## src/rtl/vdma_pkg.sv

```systemverilog
`default_nettype none
// ============================================================================
// Package     : vdma_pkg
// Description : Shared types and constants for the VDMA AXI burst writer:
//               FSM state encoding, AXI burst/response codes and the
//               maximum burst length in beats.
// Revision    : 1.0  initial release
// ============================================================================
package vdma_pkg;

  // Write-master FSM states
  typedef enum logic [2:0] {
    ST_IDLE  = 3'd0,
    ST_ADDR  = 3'd1,
    ST_DATA  = 3'd2,
    ST_BRESP = 3'd3,
    ST_ZERO  = 3'd4
  } state_t;

  // AXI4 encodings
  localparam logic [1:0] BURST_INCR = 2'b01;
  localparam logic [1:0] RESP_OKAY  = 2'b00;

  // Largest INCR burst AXI4 allows, in beats
  localparam int MAX_BURST = 256;

endpackage : vdma_pkg
`default_nettype wire

```

## src/rtl/vdma_addr_gen.sv

```systemverilog
`default_nettype none
// ============================================================================
// Module      : vdma_addr_gen
// Description : Frame-relative write address generator. Holds the current
//               burst address, advances it by len*BYTES after each burst,
//               wraps to base_addr at the end of the frame and handles the
//               frame-restart request.
// Revision    : 1.0  initial release
// ----------------------------------------------------------------------------
// Ports
//   clock        in   clock
//   rst          in   asynchronous active-high reset
//   base_addr    in   frame base address (BYTES-aligned)
//   frame_bytes  in   frame size in bytes
//   frame_start  in   pulse: restart addressing at base_addr
//   len          in   beats of the burst in flight
//   accept       in   pulse: a request is being accepted this cycle
//   advance      in   pulse: burst completed, move to the next address
//   idle_entry   in   pulse: FSM returns to IDLE this cycle
//   cur_addr     out  address to use for the next accepted burst
// ============================================================================
module vdma_addr_gen #(
  parameter int ADDR_W = 32,
  parameter int DATA_W = 64,
  parameter int LSIZE  = 9
) (
  input  logic              clock,
  input  logic              rst,
  input  logic [ADDR_W-1:0] base_addr,
  input  logic [ADDR_W-1:0] frame_bytes,
  input  logic              frame_start,
  input  logic [LSIZE-1:0]  len,
  input  logic              accept,
  input  logic              advance,
  input  logic              idle_entry,
  output logic [ADDR_W-1:0] cur_addr
);

  localparam int SHIFT = $clog2(DATA_W / 8);

  logic [ADDR_W-1:0] addr_q;
  logic              restart_pend_q;

  logic [ADDR_W-1:0] step;
  logic [ADDR_W-1:0] next_addr;
  logic [ADDR_W-1:0] frame_end;
  logic [ADDR_W-1:0] wrapped;

  always_comb begin
    // A pending restart redirects the very next burst to the frame base,
    // which also covers the first burst after reset (no IDLE entry occurs).
    cur_addr  = restart_pend_q ? base_addr : addr_q;
    step      = ADDR_W'(len) << SHIFT;
    next_addr = addr_q + step;
    frame_end = base_addr + frame_bytes;
    wrapped   = (next_addr >= frame_end) ? base_addr : next_addr;
  end

  always_ff @(posedge clock or posedge rst) begin
    if (rst) begin
      addr_q         <= '0;
      restart_pend_q <= 1'b1;
    end else begin
      if (accept) begin
        // Latch the address actually used so the advance is relative to it
        addr_q         <= cur_addr;
        restart_pend_q <= frame_start;
      end else if (idle_entry && restart_pend_q) begin
        // Restart wins over the normal advance
        addr_q         <= base_addr;
        restart_pend_q <= frame_start;
      end else begin
        if (advance) begin
          addr_q <= wrapped;
        end
        if (frame_start) begin
          restart_pend_q <= 1'b1;
        end
      end
    end
  end

endmodule : vdma_addr_gen
`default_nettype wire

```

## src/rtl/vdma_axi_burst_writer.sv

```systemverilog
`default_nettype none
// ============================================================================
// Module      : vdma_axi_burst_writer
// Description : AXI4 write master for the VDMA write path. Accepts burst/tail
//               requests, drains exactly len words from an FWFT line FIFO
//               into one INCR burst and reports completion on the B response.
// Revision    : 1.0  initial release
// ----------------------------------------------------------------------------
// Ports
//   clock, rst                       clock, async active-high reset
//   base_addr, frame_bytes           frame geometry
//   frame_start                      restart addressing at base_addr
//   burst_req, tail_req, req_len     request from the FIFO status controller
//   resp, done                       accept / completion pulses
//   fifo_rdata, fifo_empty, fifo_rd_en   FWFT FIFO read side
//   aw*, w*, b*                      AXI4 write address/data/response channels
//   wr_err                           sticky error (bad bresp or clamped len)
// ============================================================================
module vdma_axi_burst_writer #(
  parameter int ADDR_W    = 32,
  parameter int DATA_W    = 64,
  parameter int LSIZE     = 9,
  parameter int MAX_BURST = vdma_pkg::MAX_BURST
) (
  input  logic                clock,
  input  logic                rst,
  input  logic [ADDR_W-1:0]   base_addr,
  input  logic [ADDR_W-1:0]   frame_bytes,
  input  logic                frame_start,
  input  logic                burst_req,
  input  logic                tail_req,
  input  logic [LSIZE-1:0]    req_len,
  output logic                resp,
  output logic                done,
  input  logic [DATA_W-1:0]   fifo_rdata,
  input  logic                fifo_empty,
  output logic                fifo_rd_en,
  output logic [ADDR_W-1:0]   awaddr,
  output logic [7:0]          awlen,
  output logic [2:0]          awsize,
  output logic [1:0]          awburst,
  output logic                awvalid,
  input  logic                awready,
  output logic [DATA_W-1:0]   wdata,
  output logic [DATA_W/8-1:0] wstrb,
  output logic                wlast,
  output logic                wvalid,
  input  logic                wready,
  input  logic [1:0]          bresp,
  input  logic                bvalid,
  output logic                bready,
  output logic                wr_err
);

  import vdma_pkg::*;

  localparam int               BYTES   = DATA_W / 8;
  localparam logic [2:0]       AWSIZE  = 3'($clog2(BYTES));
  localparam logic [LSIZE-1:0] MAX_LEN = LSIZE'(MAX_BURST);

  state_t             state_q;
  logic [LSIZE-1:0]   len_q;
  logic [LSIZE-1:0]   beat_q;
  logic [ADDR_W-1:0]  awaddr_q;
  logic [7:0]         awlen_q;
  logic               awvalid_q;
  logic               bready_q;
  logic               resp_q;
  logic               done_q;
  logic               wr_err_q;

  logic               req;
  logic               clamp;
  logic [LSIZE-1:0]   len_clamped;
  logic               in_data;
  logic               w_hs;
  logic               last_beat;
  logic               b_hs;
  logic               accept;
  logic               idle_entry;
  logic [ADDR_W-1:0]  cur_addr;

  always_comb begin
    // burst_req and tail_req behave identically once accepted
    req         = burst_req | tail_req;
    clamp       = req_len > MAX_LEN;
    len_clamped = clamp ? MAX_LEN : req_len;
    in_data     = (state_q == ST_DATA);
    w_hs        = in_data & ~fifo_empty & wready;
    last_beat   = (beat_q == (len_q - LSIZE'(1)));
    b_hs        = (state_q == ST_BRESP) & bvalid;
    accept      = (state_q == ST_IDLE) & req;
    idle_entry  = b_hs | (state_q == ST_ZERO);
  end

  vdma_addr_gen #(
    .ADDR_W (ADDR_W),
    .DATA_W (DATA_W),
    .LSIZE  (LSIZE)
  ) u_addr_gen (
    .clock       (clock),
    .rst         (rst),
    .base_addr   (base_addr),
    .frame_bytes (frame_bytes),
    .frame_start (frame_start),
    .len         (len_q),
    .accept      (accept),
    .advance     (b_hs),
    .idle_entry  (idle_entry),
    .cur_addr    (cur_addr)
  );

  always_ff @(posedge clock or posedge rst) begin
    if (rst) begin
      state_q   <= ST_IDLE;
      len_q     <= '0;
      beat_q    <= '0;
      awaddr_q  <= '0;
      awlen_q   <= '0;
      awvalid_q <= 1'b0;
      bready_q  <= 1'b0;
      resp_q    <= 1'b0;
      done_q    <= 1'b0;
      wr_err_q  <= 1'b0;
    end else begin
      resp_q <= 1'b0;
      done_q <= 1'b0;
      case (state_q)
        ST_IDLE: begin
          if (req) begin
            resp_q <= 1'b1;
            len_q  <= len_clamped;
            beat_q <= '0;
            if (clamp) begin
              wr_err_q <= 1'b1;
            end
            if (len_clamped == '0) begin
              state_q <= ST_ZERO;
            end else begin
              awaddr_q  <= cur_addr;
              awlen_q   <= 8'(len_clamped - LSIZE'(1));
              awvalid_q <= 1'b1;
              state_q   <= ST_ADDR;
            end
          end
        end
        ST_ADDR: begin
          if (awready) begin
            awvalid_q <= 1'b0;
            state_q   <= ST_DATA;
          end
        end
        ST_DATA: begin
          if (w_hs) begin
            beat_q <= beat_q + LSIZE'(1);
            if (last_beat) begin
              bready_q <= 1'b1;
              state_q  <= ST_BRESP;
            end
          end
        end
        ST_BRESP: begin
          if (bvalid) begin
            bready_q <= 1'b0;
            done_q   <= 1'b1;
            if (bresp != RESP_OKAY) begin
              wr_err_q <= 1'b1;
            end
            state_q <= ST_IDLE;
          end
        end
        ST_ZERO: begin
          done_q  <= 1'b1;
          state_q <= ST_IDLE;
        end
        default: state_q <= ST_IDLE;
      endcase
    end
  end

  // W channel follows the FWFT head directly; gating by state keeps every
  // data-path output at zero outside DATA (including during reset).
  always_comb begin
    resp       = resp_q;
    done       = done_q;
    awaddr     = awaddr_q;
    awlen      = awlen_q;
    awsize     = AWSIZE;
    awburst    = BURST_INCR;
    awvalid    = awvalid_q;
    wvalid     = in_data & ~fifo_empty;
    wdata      = in_data ? fifo_rdata : '0;
    wstrb      = in_data ? '1 : '0;
    wlast      = in_data & last_beat;
    fifo_rd_en = w_hs;
    bready     = bready_q;
    wr_err     = wr_err_q;
  end

endmodule : vdma_axi_burst_writer
`default_nettype wire
```

## config.mk

```make
export PLATFORM = sky130hd
export DESIGN_NAME = vdma_axi_burst_writer
export DESIGN_NICKNAME = d
export VERILOG_FILES = /design/src/rtl/vdma_pkg.sv /design/src/rtl/vdma_addr_gen.sv /design/src/rtl/vdma_axi_burst_writer.sv
export SDC_FILE = /design/constraint.sdc
export NUM_CORES = 1
export LEC_CHECK = 0
export CAP_MARGIN = 25
export CORE_MARGIN = 2
export CORE_UTILIZATION = 52
export DETAILED_ROUTE_END_ITERATION = 8
export GPL_ROUTABILITY_DRIVEN = 0
export GPL_TIMING_DRIVEN = 0
export PLACE_DENSITY = 0.95
export SETUP_SLACK_MARGIN = 0.15
export SYNTH_ARGS = -nofsm -noshare
export SYNTH_HDL_FRONTEND = slang
export SYNTH_HIERARCHICAL = 1
export SYNTH_SLANG_ARGS = --single-unit
```

## constraint.sdc

```tcl
create_clock -name clock -period 7.4 [get_ports clock]
set_clock_uncertainty 0.15 [all_clocks]
set_input_delay 1.48 -clock clock [delete_from_list [all_inputs] [get_ports clock]]
set_output_delay 1.48 -clock clock [all_outputs]
set_load 0.1 [all_outputs]
```

==> impl_metrics.py, run 1 <==
metrics = {
    "outcome": {
        "outcome": "finished clean",
    },
    "cells_and_area": {
        "n_antenna_cell": 0,
        "nets": 1516,
        "nFillCells": 1267,
        "final_area_mm2": 0.0123,
        "fin_util_pct": 71.9,
        "area_delta_synth_final_pct": 36.8,
        "drive_gt1_share_pct": 9.65,
    },
    "floorplan": {
        "die_area_mm2": 0.0183,
        "io_pins": 273,
        "die_width_um": 135,
        "die_h_um": 135,
        "initial_utilization_pct": 52.6,
        "rows": 48,
        "core_area_mm2": 0.0171,
    },
    "route": {
        "met1Wirelength_um": 11000,
        "wl_met3_um": 2510,
        "dr.pass1.iters": 7,
        "drt_iter0_markers": 757,
        "viasPerCell": 6.20,
        "dr_wl_met2_um": 15600,
        "dr.max_layer_used": "met4",
        "vias": 9424,
        "drc_errors": 0,
        "wirelength_um": 30600,
        "ant_nets": 0,
        "wl_per_cell_um": 20.1,
    },
    "timing": {
        "setup_violations": 0,
        "hold_viol_final": 0,
        "worst_slew_pin_slew_ps": 1090,
        "max_slew_margin_pct": 26.9,
        "setup_tns_ps": 0,
        "finalCritPeriodShare_pct": 92.4,
        "maxSlewViolCount": 0,
        "setup_ws_ps": 564,
        "rsz0062_at_grt": "no",
        "period_minus_slack_ps": 6840,
        "timing.fmax_mhz": 146,
    },
    "clock_network": {
        "cts_setup_buffers": 0,
        "cts_made_buffers": 9,
        "cts_resized": 0,
        "postCtsHoldBufs": 0,
        "clock_sinks": 99,
        "clkTransAtPathRegs_ps": 80,
        "worstSkewPairLatency_ps": 360,
        "cts_tree": "built",
        "clock_path_buffers": 2,
        "root_buffer": "clkbuf_16",
        "ctsHtreeMaxLevel": 3,
    },
    "synthesis": {
        "netlist_instances": 1008,
        "netlist_area_mm2": 0.00897,
        "ys_seq_area_share_pct": 27.6,
        "yosys.area.top_type": "dfrtp_1",
        "synth-seq-cells": 99,
        "ys_types": 73,
        "async_flop_share_pct": 100,
        "ys_warn_count": 6,
        "synthTopCellsByArea": "dfrtp_1 (27%), ha_1 (10%), mux2_2 (7.9%)",
        "synth_top_flop_cell": "dfrtp_1",
        "synth_top_area_share_pct": 27.3,
        "synth_edf_count": 0,
        "syn_avg_cell_area_um2": 8.90,
    },
    "placed_design": {
        "detailed_place_hpwl_um": 24200,
        "port_buffers": 267,
        "place_ws_ps": 434,
        "placedInstanceArea_mm2": 0.0120,
    },
    "global_route": {
        "grt_max_degree": 67,
        "grt_usage_pct": 32.5,
        "antenna_found_initial": 0,
        "grt_overflow": 0,
        "grt_first_pass_wirelength_um": 46700,
        "grt_pass1_vias": 9136,
    },
    "setup_path": {
        "cp_max_fo": 10,
        "critPathRequiredTime_ps": 7450,
        "cp-end-kind": "flip-flop",
        "critPathKind": "primary input to flip-flop",
        "critical_path.startpoint_type": "primary input",
        "worstPathArrival_ps": 6890,
    },
    "job": {
        "drv_cap": 0,
    },
    "hold_path": {
        "hp-class": "flip-flop to flip-flop",
    },
}
## layer usage
| metal | track usage [%] | vias up |
|---|---|---|
| li1 | - | 4270 |
| met1 | 36.7 | 4482 |
| met2 | 59.0 | 555 |
| met3 | 5.57 | 117 |
| met4 | 15.9 | 0 |
| met5 | 0 | - |
## registers in the layout, indices dropped and copies added, names as in the netlist
name                       count
bready                         1
beat_q                         9
awvalid                        1
awlen                          8
u_addr_gen/restart_pend_q      1
done                           1
resp                           1
state_q                        3
u_addr_gen/addr_q             32
wr_err                         1
len_q                          9
awaddr                        32
## synth_stat cells (15+ instances only)
cell type,n
a21o_1,34
a21oi_1,65
and3_1,82
clkbuf_1,38
dfrtp_1,98
ha_1,75
inv_1,29
mux2_2,63
mux2i_1,29
nand2_1,68
nand2b_1,19
nand3_1,16
nand4_1,15
nor2_1,44
nor3_1,15
o21ai_0,38
o21ai_1,15
o22ai_1,26
xnor2_1,40
xor2_1,31
## worst paths after layout
check                                                         end  depth (start not counted)  slack (ps)                  from
worst min-delay path                           wr_err$_DFFE_PP0P_                          1         320    wr_err$_DFFE_PP0P_
min in group asynchronous                  awaddr[11]$_DFFE_PP0P_                          2        1540                   rst
worst max-delay path            u_addr_gen/addr_q[19]$_DFFE_PP0P_                         20         560          base_addr[0]
worst max register to register  u_addr_gen/addr_q[19]$_DFFE_PP0P_                         18        2060  len_q[0]$_DFFE_PP0P_
worst min register to register                 wr_err$_DFFE_PP0P_                          1         320    wr_err$_DFFE_PP0P_
max in group asynchronous       u_addr_gen/addr_q[16]$_DFFE_PP0P_                          3        4900                   rst
## worst max-delay path, stage by stage
cell and delay, ps:
clkdlybuf4s50_1 530, ha_1 210, inv_1 60, fa_1 390, nor2b_1 230, o31ai_2 120
a211oi_2 420, a41oi_2 330, o211ai_1 290, a21o_1 240, a211oi_1 100, a311oi_1 230
ha_1 300, a21o_1 180, a221oi_1 410, o21ai_1 190, a211oi_4 550, buf_6 270
mux2i_1 250, a21oi_1 100
## per-stage QoR
| step | hold WS [ps] | cells |
|---|---|---|
| global route | 323 | 1521 |
| detailed placement | 297 | 1504 |
| finish | 319 | 1521 |
| floorplan | 308 | 1011 |
| CTS | 315 | 1520 |
| global placement | 290 | 1503 |
## kinds of logic (layout without fill, tap and decap cells)
kind of cell               Yosys count  in the layout  synth area share (%)
and+or+nand+nor                    308            308                  18.5
AOI/OAI and AO/OA                  265            265                  19.6
DFF                                 99             99                  27.6
muxes                               95             95                  11.5
buffers and inverters               91            376                  4.74
adders and majority gates           77             77                  10.9
xor gates and xnor gates            71             71                  6.93
other                                2              5                0.0837
## layout by cell type, fill, tap and decap left out, types with 16 or more instances in the layout
cell,instances
clkdlybuf4s50_1,267
dfrtp_1,98
and3_1,82
ha_1,75
nand2_1,68
a21oi_1,65
mux2_2,63
nor2_1,44
xnor2_1,40
clkbuf_1,38
o21ai_0,38
a21o_1,34
xor2_1,31
mux2i_1,29
inv_1,28
o22ai_1,26
nand2b_1,19
nand3_1,16
## final cells by class
class	count	area, um^2	area share, %
well taps	225	282	2.29
inverters	29	111	0.908
plain buffers	62	317	2.58
flip-flops and latches	99	2480	20.2
multi-input cells	821	6080	49.5
clock inverters	6	62.6	0.510
clock buffers	10	239	1.95
repair buffers	269	2710	22.0
Power of run 1 is not shown: default switching activity piles up to over one toggle a cycle in this logic, so the estimate is an artifact.
==> run 2, diff against run 1 <==
--- a/config.mk
+++ b/config.mk
@@ -7,7 +7,8 @@
 export LEC_CHECK = 0
 export CAP_MARGIN = 25
 export CORE_MARGIN = 2
-export CORE_UTILIZATION = 52
+export CORE_UTILIZATION = 51
+export CTS_CLUSTER_SIZE = 14
 export DETAILED_ROUTE_END_ITERATION = 8
 export GPL_ROUTABILITY_DRIVEN = 0
 export GPL_TIMING_DRIVEN = 0
@@ -15,5 +16,4 @@
 export SETUP_SLACK_MARGIN = 0.15
 export SYNTH_ARGS = -nofsm -noshare
 export SYNTH_HDL_FRONTEND = slang
-export SYNTH_HIERARCHICAL = 1
 export SYNTH_SLANG_ARGS = --single-unit
==> run 2 against run 1 <==
Compared with the run above: first-iteration DRC count up 52%; sequential cell count unchanged; utilization is 0.87 points higher; critical endpoint is now u_addr_gen.addr_q[7]$_DFFE_PP0P_.
==> impl_metrics.py, run 2 <==
metrics = {
    "outcome": {
        "outcome": "finished clean",
    },
    "synthesis": {
        "netlist_area_mm2": 0.00829,
        "synth_edf_count": 0,
        "synth-seq-cells": 99,
        "async_flop_share_pct": 100,
        "synth_top_area_share_pct": 29.6,
        "ys_types": 64,
        "netlist_instances": 986,
        "yosysMostFrequentCell": "nand2_1",
        "synth_top_flop_cell": "dfrtp_1",
        "ys_top_cells_by_count": "nand2_1 (117), dfrtp_1 (98), o21ai_0 (80)",
        "syn_avg_cell_area_um2": 8.41,
        "ys_warn_count": 0,
        "synthTopCellsByArea": "dfrtp_1 (30%), ha_1 (11%), and3_1 (5.7%)",
        "ys_seq_area_share_pct": 29.9,
        "yosys.area.top_type": "dfrtp_1",
    },
    "power": {
        "p_per_area_mw_per_mm2": 493,
        "p_leak_nw": 5.40,
        "vdd_drop_max_mv": 0.400,
    },
    "cells_and_area": {
        "most-common-layout-cells": "clkdlybuf4s50_1 (267), nand2_1 (117), dfrtp_1 (98)",
        "nets": 1493,
        "drive_gt1_share_pct": 4.56,
        "fin_cells": 1489,
        "n_antenna_cell": 0,
        "layout_commonest_cell": "clkdlybuf4s50_1",
        "area_delta_synth_final_pct": 39.6,
        "final_area_mm2": 0.0116,
    },
    "global_route": {
        "use_met2_pct": 63.6,
        "grt_max_degree": 62,
        "grt_usage_pct": 36.4,
        "grt_overflow": 0,
        "antenna_found_initial": 2,
        "grt_use_met3_pct": 8.18,
        "grt-busiest-layer": "met2",
        "grt_first_pass_wirelength_um": 49400,
        "grt_pass1_vias": 8947,
        "grt.met1_usage_pct": 42.0,
    },
    "route": {
        "viasPerCell": 6.21,
        "wirelength_um": 32300,
        "drt_iter0_markers": 1147,
        "dr.pass1.iters": 6,
        "ant_nets": 0,
        "drc_errors": 0,
        "vias": 9241,
        "wl_per_cell_um": 21.7,
    },
    "setup_path": {
        "critPathRequiredTime_ps": 7550,
        "critical_path.startpoint_type": "primary input",
        "cp_max_fo": 10,
        "worstPathArrival_ps": 6920,
        "slowest_stage": "clkdlybuf4s50_1",
        "critPathKind": "primary input to flip-flop",
        "cp_common_cell": "a21o_1",
        "cp-end-kind": "flip-flop",
        "path_cells": "clkdlybuf4s50_1 -> ha_1 -> a21o_1 -> o21bai_1 -> or2_2 -> a221oi_1 -> o21bai_1 -> a21oi_1 -> xor2_1 -> ha_1 -> a21o_1 -> a21o_1 -> a21oi_1 -> nand3_1 -> a311oi_1 -> nor3_1 -> buf_2 -> nor3_2 -> buf_2 -> a32oi_1 -> nand2_1",
        "critPathMaxStageDelay_ps": 520,
    },
    "clock_network": {
        "postCtsHoldBufs": 0,
        "cts_tree": "built",
        "root_buffer": "clkbuf_16",
        "ctsHtreeMaxLevel": 3,
        "clock_path_buffers": 2,
        "clkTransAtPathRegs_ps": 70,
        "cts_setup_buffers": 0,
        "cts_resized": 0,
        "cts_made_buffers": 9,
        "worstSkewPairLatency_ps": 370,
        "clock_sinks": 99,
    },
    "placed_design": {
        "placedInstanceArea_mm2": 0.0113,
        "place_ws_ps": 472,
        "detailed_place_hpwl_um": 25300,
        "placed_cells_incl_taps": 1473,
        "port_buffers": 267,
    },
    "timing": {
        "setup_tns_ps": 0,
        "max_slew_margin_pct": 27.1,
        "worst_slew_pin_slew_ps": 1090,
        "setup_violations": 0,
        "maxSlewViolCount": 0,
        "finalCritPeriodShare_pct": 91.4,
        "rsz0062_at_grt": "no",
        "timing.fmax_mhz": 148,
        "hold_viol_final": 0,
        "setup_ws_ps": 634,
        "period_minus_slack_ps": 6770,
    },
    "hold_path": {
        "hp-class": "flip-flop to flip-flop",
    },
    "job": {
        "drv_cap": 0,
    },
    "floorplan": {
        "core_area_mm2": 0.0159,
        "io_pins": 273,
        "die_h_um": 131,
        "rows": 46,
        "die_width_um": 131,
        "initial_utilization_pct": 52.2,
        "die_area_mm2": 0.0173,
    },
}
## run 2: changes by cell type in the layout (fill, tap and decap cells not counted), moves of 12 or more
cell | before | now
mux2_2 | 63 | 3
o21ai_0 | 38 | 80
nor2_1 | 44 | 66
o22ai_1 | 26 | 3
nand2_1 | 68 | 117
o21ai_1 | 15 | 3
a21oi_1 | 65 | 48
a32oi_1 | 0 | 14
## run 2: where the power goes
group | total [mW] | internal, mW | switching (mW)
registers | 0.998 | 0.771 | 0.227
clock network | 0.493 | 0.263 | 0.230
logic | 4.21 | 1.19 | 3.02
total | 5.70 | 2.23 | 3.48
## run 2: critical path, delay by kind of cell
family	cells	cell delay [ps]
and+or+nand+nor	5	1200
buffers and inverters	3	1080
adders and majority gates	2	680
AOI/OAI and AO/OA	10	2280
xor gates and xnor gates	1	190
## run 2: through the flow
step	utilization (%)	total power [mW]	hold WS, ps
after floorplan	-	4.05	314
after global placement	70.8	5.00	304
after detailed placement	71.0	5.12	319
after CTS	72.8	5.64	337
after global routing	72.8	5.95	359
final	72.8	5.70	333
## run 2: cell type report
type / count / area [um^2]
Clock inverter: 6 / 65.1
Inverter: 28 / 108
Fill cell: 1124 / 4320
Multi-Input combinational cell: 800 / 5410
Sequential cell: 99 / 2480
Timing Repair Buffer: 268 / 2700
Clock buffer: 10 / 229
Tap cell: 216 / 270
Buffer: 62 / 308
## run 2: metal layers
metal	wire length (um)	share of wire, %
met4	1730	5.3
met2	15800	49
met5	24	0.074
met3	3020	9.3
met1	11700	36
## run 2: worst paths after layout
| check | startpoint | end | slack (ps) | cells past startpoint |
|---|---|---|---|---|
| max | base_addr[4] | u_addr_gen.addr_q[7]$_DFFE_PP0P_ | 630 | 21 |
| min | awaddr[9]$_DFFE_PP0P_ | awaddr[9]$_DFFE_PP0P_ | 330 | 2 |
| max reg2reg | len_q[0]$_DFFE_PP0P_ | u_addr_gen.addr_q[7]$_DFFE_PP0P_ | 1910 | 22 |
| min reg2reg | awaddr[9]$_DFFE_PP0P_ | awaddr[9]$_DFFE_PP0P_ | 330 | 2 |
| max in group asynchronous | rst | u_addr_gen.restart_pend_q$_DFFE_PP1P_ | 4980 | 3 |
| min in group asynchronous | rst | awaddr[9]$_DFFE_PP0P_ | 1370 | 2 |
## run 2: logic make-up after synthesis
group	Yosys count	synth area share, %
AOI/OAI and AO/OA	242	18.8
other	2	0.0906
DFF	99	29.9
adders and majority gates	77	11.8
xor gates and xnor gates	77	8.14
buffers and inverters	90	4.98
muxes	39	4.76
and+or+nand+nor	360	21.5
No activity file was read; power rests on OpenSTA's default activity.
